[src/rtl/axi4lite_wr_slave.sv]
// AXI4-Lite write-only slave: buffers AW and W beats independently, commits
// strobed data into a small register bank and answers with a B response.
module axi4lite_wr_slave #(
    parameter int                    ADDR_WIDTH = 32,
    parameter int                    DATA_WIDTH = 32,
    parameter int                    STRB_WIDTH = DATA_WIDTH / 8,
    parameter int                    NUM_REGS   = 8,
    parameter logic [ADDR_WIDTH-1:0] BASE_ADDR  = '0
) (
    input  logic                        pclk,
    input  logic                        rst,
    input  logic [ADDR_WIDTH-1:0]       AWADDR,
    input  logic                        AWVALID,
    output logic                        AWREADY,
    input  logic [DATA_WIDTH-1:0]       WDATA,
    input  logic [STRB_WIDTH-1:0]       WSTRB,
    input  logic                        WVALID,
    output logic                        WREADY,
    output logic [1:0]                  BRESP,
    output logic                        BVALID,
    input  logic                        BREADY,
    input  logic [$clog2(NUM_REGS)-1:0] rd_idx,
    output logic [DATA_WIDTH-1:0]       rd_data
);

    localparam int                    IDX_W     = $clog2(NUM_REGS);
    localparam int                    OFF_SHIFT = $clog2(STRB_WIDTH);
    localparam logic [ADDR_WIDTH-1:0] REG_LIMIT = ADDR_WIDTH'(NUM_REGS);
    localparam logic [1:0]            RESP_OKAY   = 2'b00;
    localparam logic [1:0]            RESP_SLVERR = 2'b10;

    typedef enum logic [1:0] {
        IDLE,
        WRITE,
        RESP
    } state_t;

    state_t                               state;
    state_t                               next_state;
    logic                                 aw_full;
    logic                                 w_full;
    logic [ADDR_WIDTH-1:0]                aw_addr;
    logic [DATA_WIDTH-1:0]                w_data;
    logic [STRB_WIDTH-1:0]                w_strb;
    logic [NUM_REGS-1:0][DATA_WIDTH-1:0]  regs;
    logic                                 aw_hs;
    logic                                 w_hs;
    logic                                 off_borrow;
    logic [ADDR_WIDTH-1:0]                addr_off;
    logic [ADDR_WIDTH-1:0]                word_idx;
    logic                                 in_range;
    logic [IDX_W-1:0]                     reg_sel;

    assign aw_hs = AWVALID & AWREADY;
    assign w_hs  = WVALID & WREADY;

    // A borrow out of the offset subtraction means the address sits below the bank.
    assign {off_borrow, addr_off} = {1'b0, aw_addr} - {1'b0, BASE_ADDR};
    assign word_idx = addr_off >> OFF_SHIFT;
    assign in_range = ~off_borrow && (word_idx < REG_LIMIT);
    assign reg_sel  = word_idx[IDX_W-1:0];

    always_ff @(posedge pclk or posedge rst) begin
        if (rst) begin
            state <= IDLE;
        end else begin
            state <= next_state;
        end
    end

    always_comb begin
        next_state = state;
        case (state)
            IDLE:    if ((aw_full | aw_hs) && (w_full | w_hs)) next_state = WRITE;
            WRITE:   next_state = RESP;
            RESP:    if (BVALID && BREADY) next_state = IDLE;
            default: next_state = IDLE;
        endcase
    end

    always_comb begin
        AWREADY = 1'b0;
        WREADY  = 1'b0;
        if (state == IDLE && !rst) begin
            AWREADY = ~aw_full;
            WREADY  = ~w_full;
        end
    end

    always_ff @(posedge pclk or posedge rst) begin
        if (rst) begin
            aw_full <= 1'b0;
            w_full  <= 1'b0;
            aw_addr <= '0;
            w_data  <= '0;
            w_strb  <= '0;
        end else if (state == WRITE) begin
            aw_full <= 1'b0;
            w_full  <= 1'b0;
        end else begin
            if (aw_hs) begin
                aw_full <= 1'b1;
                aw_addr <= AWADDR;
            end
            if (w_hs) begin
                w_full <= 1'b1;
                w_data <= WDATA;
                w_strb <= WSTRB;
            end
        end
    end

    always_ff @(posedge pclk or posedge rst) begin
        if (rst) begin
            BVALID <= 1'b0;
            BRESP  <= RESP_OKAY;
        end else if (state == WRITE) begin
            BVALID <= 1'b1;
            BRESP  <= in_range ? RESP_OKAY : RESP_SLVERR;
        end else if (BVALID && BREADY) begin
            BVALID <= 1'b0;
        end
    end

    // Only strobed bytes of an in-range target change; everything else holds.
    always_ff @(posedge pclk or posedge rst) begin
        if (rst) begin
            regs <= '0;
        end else if (state == WRITE && in_range) begin
            for (int b = 0; b < STRB_WIDTH; b++) begin
                if (w_strb[b]) begin
                    regs[reg_sel][8*b +: 8] <= w_data[8*b +: 8];
                end
            end
        end
    end

    assign rd_data = regs[rd_idx];

endmodule

[config.mk]
export PLATFORM = sky130hd
export DESIGN_NAME = axi4lite_wr_slave
export DESIGN_NICKNAME = d
export VERILOG_FILES = /design/src/rtl/axi4lite_wr_slave.sv
export SDC_FILE = /design/constraint.sdc
export NUM_CORES = 1
export LEC_CHECK = 0
export BUFFER_PORTS_ARGS = -buffer_cell sky130_fd_sc_hd__buf_4
export CORE_MARGIN = 3
export CORE_UTILIZATION = 35
export CTS_CLUSTER_SIZE = 20
export DETAILED_ROUTE_END_ITERATION = 16
export GPL_ROUTABILITY_DRIVEN = 0
export GPL_TIMING_DRIVEN = 0
export MAX_ROUTING_LAYER = met4
export PLACE_DENSITY = 0.47
export SLEW_MARGIN = 20
export SYNTH_ARGS = -nofsm -noshare
export SYNTH_HDL_FRONTEND = slang
export SYNTH_SLANG_ARGS = --single-unit
[constraint.sdc]
create_clock -name pclk -period 12.9 [get_ports pclk]
set_input_delay 0.645 -clock pclk [delete_from_list [all_inputs] [get_ports pclk]]
set_output_delay 0.645 -clock pclk [all_outputs]
set_load 0.01 [all_outputs]
After elaboration in Yosys (flattened, before gate mapping)
Index checks and enable logic that the tools add are counted.
- bits in registers: 331
- output and inout bits: 37
- word-level logic and storage cells: 77
- input bits: 76
- $lt $le $gt $ge: 4
- mux-type cells: 33
- reductions and logical operators: 13
- bitwise gates (word level): 7
- equality and inequality tests: 4
- operators with widths (operator ; number):
    $mux W256 ; 7
    $bwmux W256 ; 4
    $demux W32 S3 ; 4
    $bmux W32 S3 ; 1
    $mux W32 ; 2
    $lt A30 B4 Y1 const B ; 1
    $mux W24 ; 1
    $mux W16 ; 1
    $lt A3 B4 Y1 const B ; 2
    $mux W1 ; 8
    $mux W8 ; 1
    $mux W2 ; 3
    $pmux W2 S3 ; 1
    $reduce_and A2 Y1 ; 3
    $reduce_bool A2 Y1 ; 3
    $logic_and A1 B1 Y1 ; 5
    $ne A2 B2 Y1 const B ; 2
    $ge A3 B1 Y1 const B ; 1
    $not A1 Y1 ; 3
    $and A1 B1 Y1 ; 2
    $eq A2 B1 Y1 const B ; 1
    $eq A2 B2 Y1 const B ; 1
    $logic_not A2 Y1 ; 1
    $or A1 B1 Y1 ; 2
    $logic_not A1 Y1 ; 1

Longest topological paths before layout
- word-level depth: 15
- gate-level depth with buffers: 5
- depth with buffers taken out: 4

Worst setup path after synthesis
OpenSTA, ideal clock, no wires.
- path type: input to output
- from: input port rd_idx[0]
- to: output port rd_data[0]
- slack: 9.844 ns
- cell stages on the path: 4
- data required time: 12.255 ns
- data arrival time: 2.411 ns
- buffers on the path: 2
- path through: clkbuf_1 > buf_1 > mux4_2 > mux2_2
- longest elaborated chain between the ends: 2
- ends and longest elaborated chain (element ; line ; source):
    start, declared ; 22 ; input logic [$clog2(NUM_REGS)-1:0] rd_idx,
    $bmux W32 S3 ; 138 ; assign rd_data = regs[rd_idx];
    $mux W32 (implied by the code) ; 138 ;
    end, declared ; 23 ; output logic [DATA_WIDTH-1:0] rd_data
Every way passes these cells. The select of a mux whose other input is x is not followed.

Worst setup path after layout
- from: input port rd_idx[1]
- to: output port rd_data[14]
Same word-level chain as after synthesis.

==> results.cfg <==
[run_status]
run_status = complete, no violations

[timing]
timing.fmax_ghz = 0.2796
worst_skew_ns = 0.01011
relSlewSlack = 0.2838
final-setup-viol-count = 0
timing.final.hold_violations = 0
unrepaired_setup_endpoints_after_global_routing = no
period_needed_ns = 3.576
worst-slew-pin-transition_ns = 1.074
post-route-period-util = 0.2772
drv_slew = 0

[worst_setup_path]
slowest_delay_ns = 0.86
critical_path_class = input pin to output port
timing.reg2reg.worst_path_depth = 5
worstSetupEndpointType = output port
arrival_ns = 2.93
critical_path.cell_chain = clkbuf_1 > clkbuf_1 > mux4_2 > mux2_2 > buf_4
critPathBufInv = 3
crit_path_max_fanout = 10
cpMaxStageDelayCell = clkbuf_1
number_of_cells_on_the_critical_path = 5
critical_path.startpoint_type = input pin
crit_top_cell = clkbuf_1
timing.critical_path.max_delay_family = buffers and inverters
critical_path_required_ns = 12.26

[cts]
clock_insertion_delay_worst_skew_ns = 0.54
h-tree-depth = 2
post-cts-setup-buffer-count = 0
ctsResizeCount = 0
cts_hold_buffers_added = 0
cts_tree = built
cts_buffer_depth = 3
ctsRootBufferMaster = clkbuf_16
worst_setup_hold_path_clk_slew_ns = 0.06
tritoncts.num_buffers = 39
clock_sink_count = 328

[synth]
synth_cells = 859
synth.avg_cell_area_um2 = 17.12
postSynthRegisterBits = 328
synth_area_um2 = 14700
synth_sequential_area_ratio = 0.5582
yosys.area.top_type = dfrtp_1
synthDistinctLibCells = 28
syn_nets = 935
post_synth_top_area_share = 0.5582
ys_warn_count = 0
synth.top_cells.by_area = dfrtp_1 (56%), mux2_2 (26%), mux4_2 (9.8%)

[final_layout]
syn_to_final_growth_pct = 19.06
filler_instances = 3804
drive_gt1_frac = 0.6157
nets = 1085
final-seq-area_um2 = 8208
n_antenna_cell = 0
layout_cells_excl_fill = 1565
finalInstanceArea_um2 = 17510
layout.core_utilization = 0.4249
multi_input_comb_area_um2 = 6346

[detailed_routing]
wire_per_inst_um = 22.87
amount_of_wire_on_met3_after_detailed_routing_mm = 1.674
topRoutingLayerUsed = met4
detailedRoute.firstIterationViolations = 339
met2_length_mm = 16.27
met1Wirelength_mm = 17.17
routed_wl_mm = 35.79
firstDrtPassIters = 4
detail_route.vias_per_cell = 5.105
remaining_drc_errors = 0
num_vias = 7990
remaining_number_of_nets_flagged_by_the_antenna_check_after_routing = 0

[floorplanning]
dieHeight_um = 211.0
die_w_um = 211.0
dieArea_um2 = 44510
row_count = 74
top_level_ports = 113
initial_standard_cell_utilization_of_the_core = 0.3569
fp.coreArea_um2 = 41200

[global_routing]
grt_pass1_vias = 8640
global_route.overflow_total = 0
largest_net_degree_at_the_start_of_global_routing = 102
grt_antenna_before_repair = 0
global_route_wire_length_before_repair_mm = 55.61
groute.usage.overall = 0.1726

[power]
total_power_divided_by_cell_area_nw_per_um2 = 155.3
peakVddDrop_mv = 0.1069
leakage_nw = 8.571

[placed_design]
port-buffer-count = 106
dpl.cell_count = 1500
placed_area_um2 = 16260
hpwlAfterDp_mm = 22.71

[hold_path]
holdCritPathClass = input pin to asynchronous set/reset pin

[flow_run]
cap_violations = 0
[area by class of cell]
cell class,instances,share of cell area
Sequential cell,328,0.4688
Multi-Input combinational cell,493,0.3625
Clock buffer,56,0.06525
Timing Repair Buffer,109,0.05017
Tap cell,532,0.03802
Buffer,36,0.008648
Clock inverter,9,0.005718
Inverter,2,0.0008576
[registers in the layout, indices dropped and copies added, names as in the netlist]
name     cells
BRESP        1
BVALID       1
aw_addr     30
aw_full      1
regs       256
state        2
w_data      32
w_full       1
w_strb       4
[synthesized netlist by cell type, drive strengths merged]
library cell and number:
a21oi 2, and3b 4, buf 10, clkbuf 26, conb 1, dfrtp 328
inv 2, mux2 354, mux4 64, nand2 5, nand2b 1, nand3 1
nand3b 4, nand4 6, nor2 3, nor2b 1, nor3 33, nor4 9
o21ai 1, o22a 1, or3 1, or3b 2
[worst paths after layout]
path,start,end,slack (ns)
worst max-delay path,rd_idx[1],rd_data[14],9.32
worst min-delay path,rst,aw_addr[23]$_DFFE_PP0P_,0.19
worst max register to register,aw_addr[31]$_DFFE_PP0P_,regs[38]$_DFFE_PP0P_,9.88
worst min register to register,regs[73]$_DFFE_PP0P_,regs[73]$_DFFE_PP0P_,0.50
max in group asynchronous,rst,regs[113]$_DFFE_PP0P_,11.51
min in group pclk,BREADY,BVALID$_DFFE_PP0P_,0.31
[cell families after synthesis]
logic type | after synthesis | synth area share
flops | 328 | 0.5582
other cells | 1 | 0.0002550
buf+inv | 38 | 0.01021
mux | 418 | 0.3712
compound gates | 4 | 0.001617
simple gates | 70 | 0.05854
[per-layer routing]
layer | vias to the layer above | global-route usage
met5 | - | -
met4 | 0 | 0.03972
met3 | 43 | 0.04040
met2 | 142 | 0.2539
met1 | 4249 | 0.2448
li1 | 3556 | -
[power breakdown]
| part | internal [W] | switching (W) |
|---|---|---|
| logic | 0.000162 | 0.000174 |
| clock network | 0.000652 | 0.000426 |
| registers | 0.00114 | 0.000161 |
| total | 0.00196 | 0.000761 |
[cells in the final DEF, fill, tap and decap left out, drive strengths merged, types with 3 or more instances in the layout]
master,n
nor4,9
buf,119
nand2,5
mux4,64
clkbuf,82
nor2,3
nand3b,4
nor3,33
nand4,6
dfrtp,328
mux2,354
clkinv,5
and3b,4
[through the flow]
stage | worst slack, ns | hold slack (ns) | total power (W) | setup TNS [ns]
3_3_place_gp | -1.331 | 0.4838 | 0.001665 | -428.52
5_1_grt | 9.221 | 0.2273 | 0.002861 | 0
4_1_cts | 9.256 | 0.2102 | 0.002770 | 0
2_1_floorplan | 3.172 | 0.4719 | 0.001512 | 0
3_5_place_dp | 9.256 | 0.4890 | 0.001669 | 0
6_report | 9.324 | 0.1946 | 0.002719 | 0
Power figures use the tool's default switching activity.
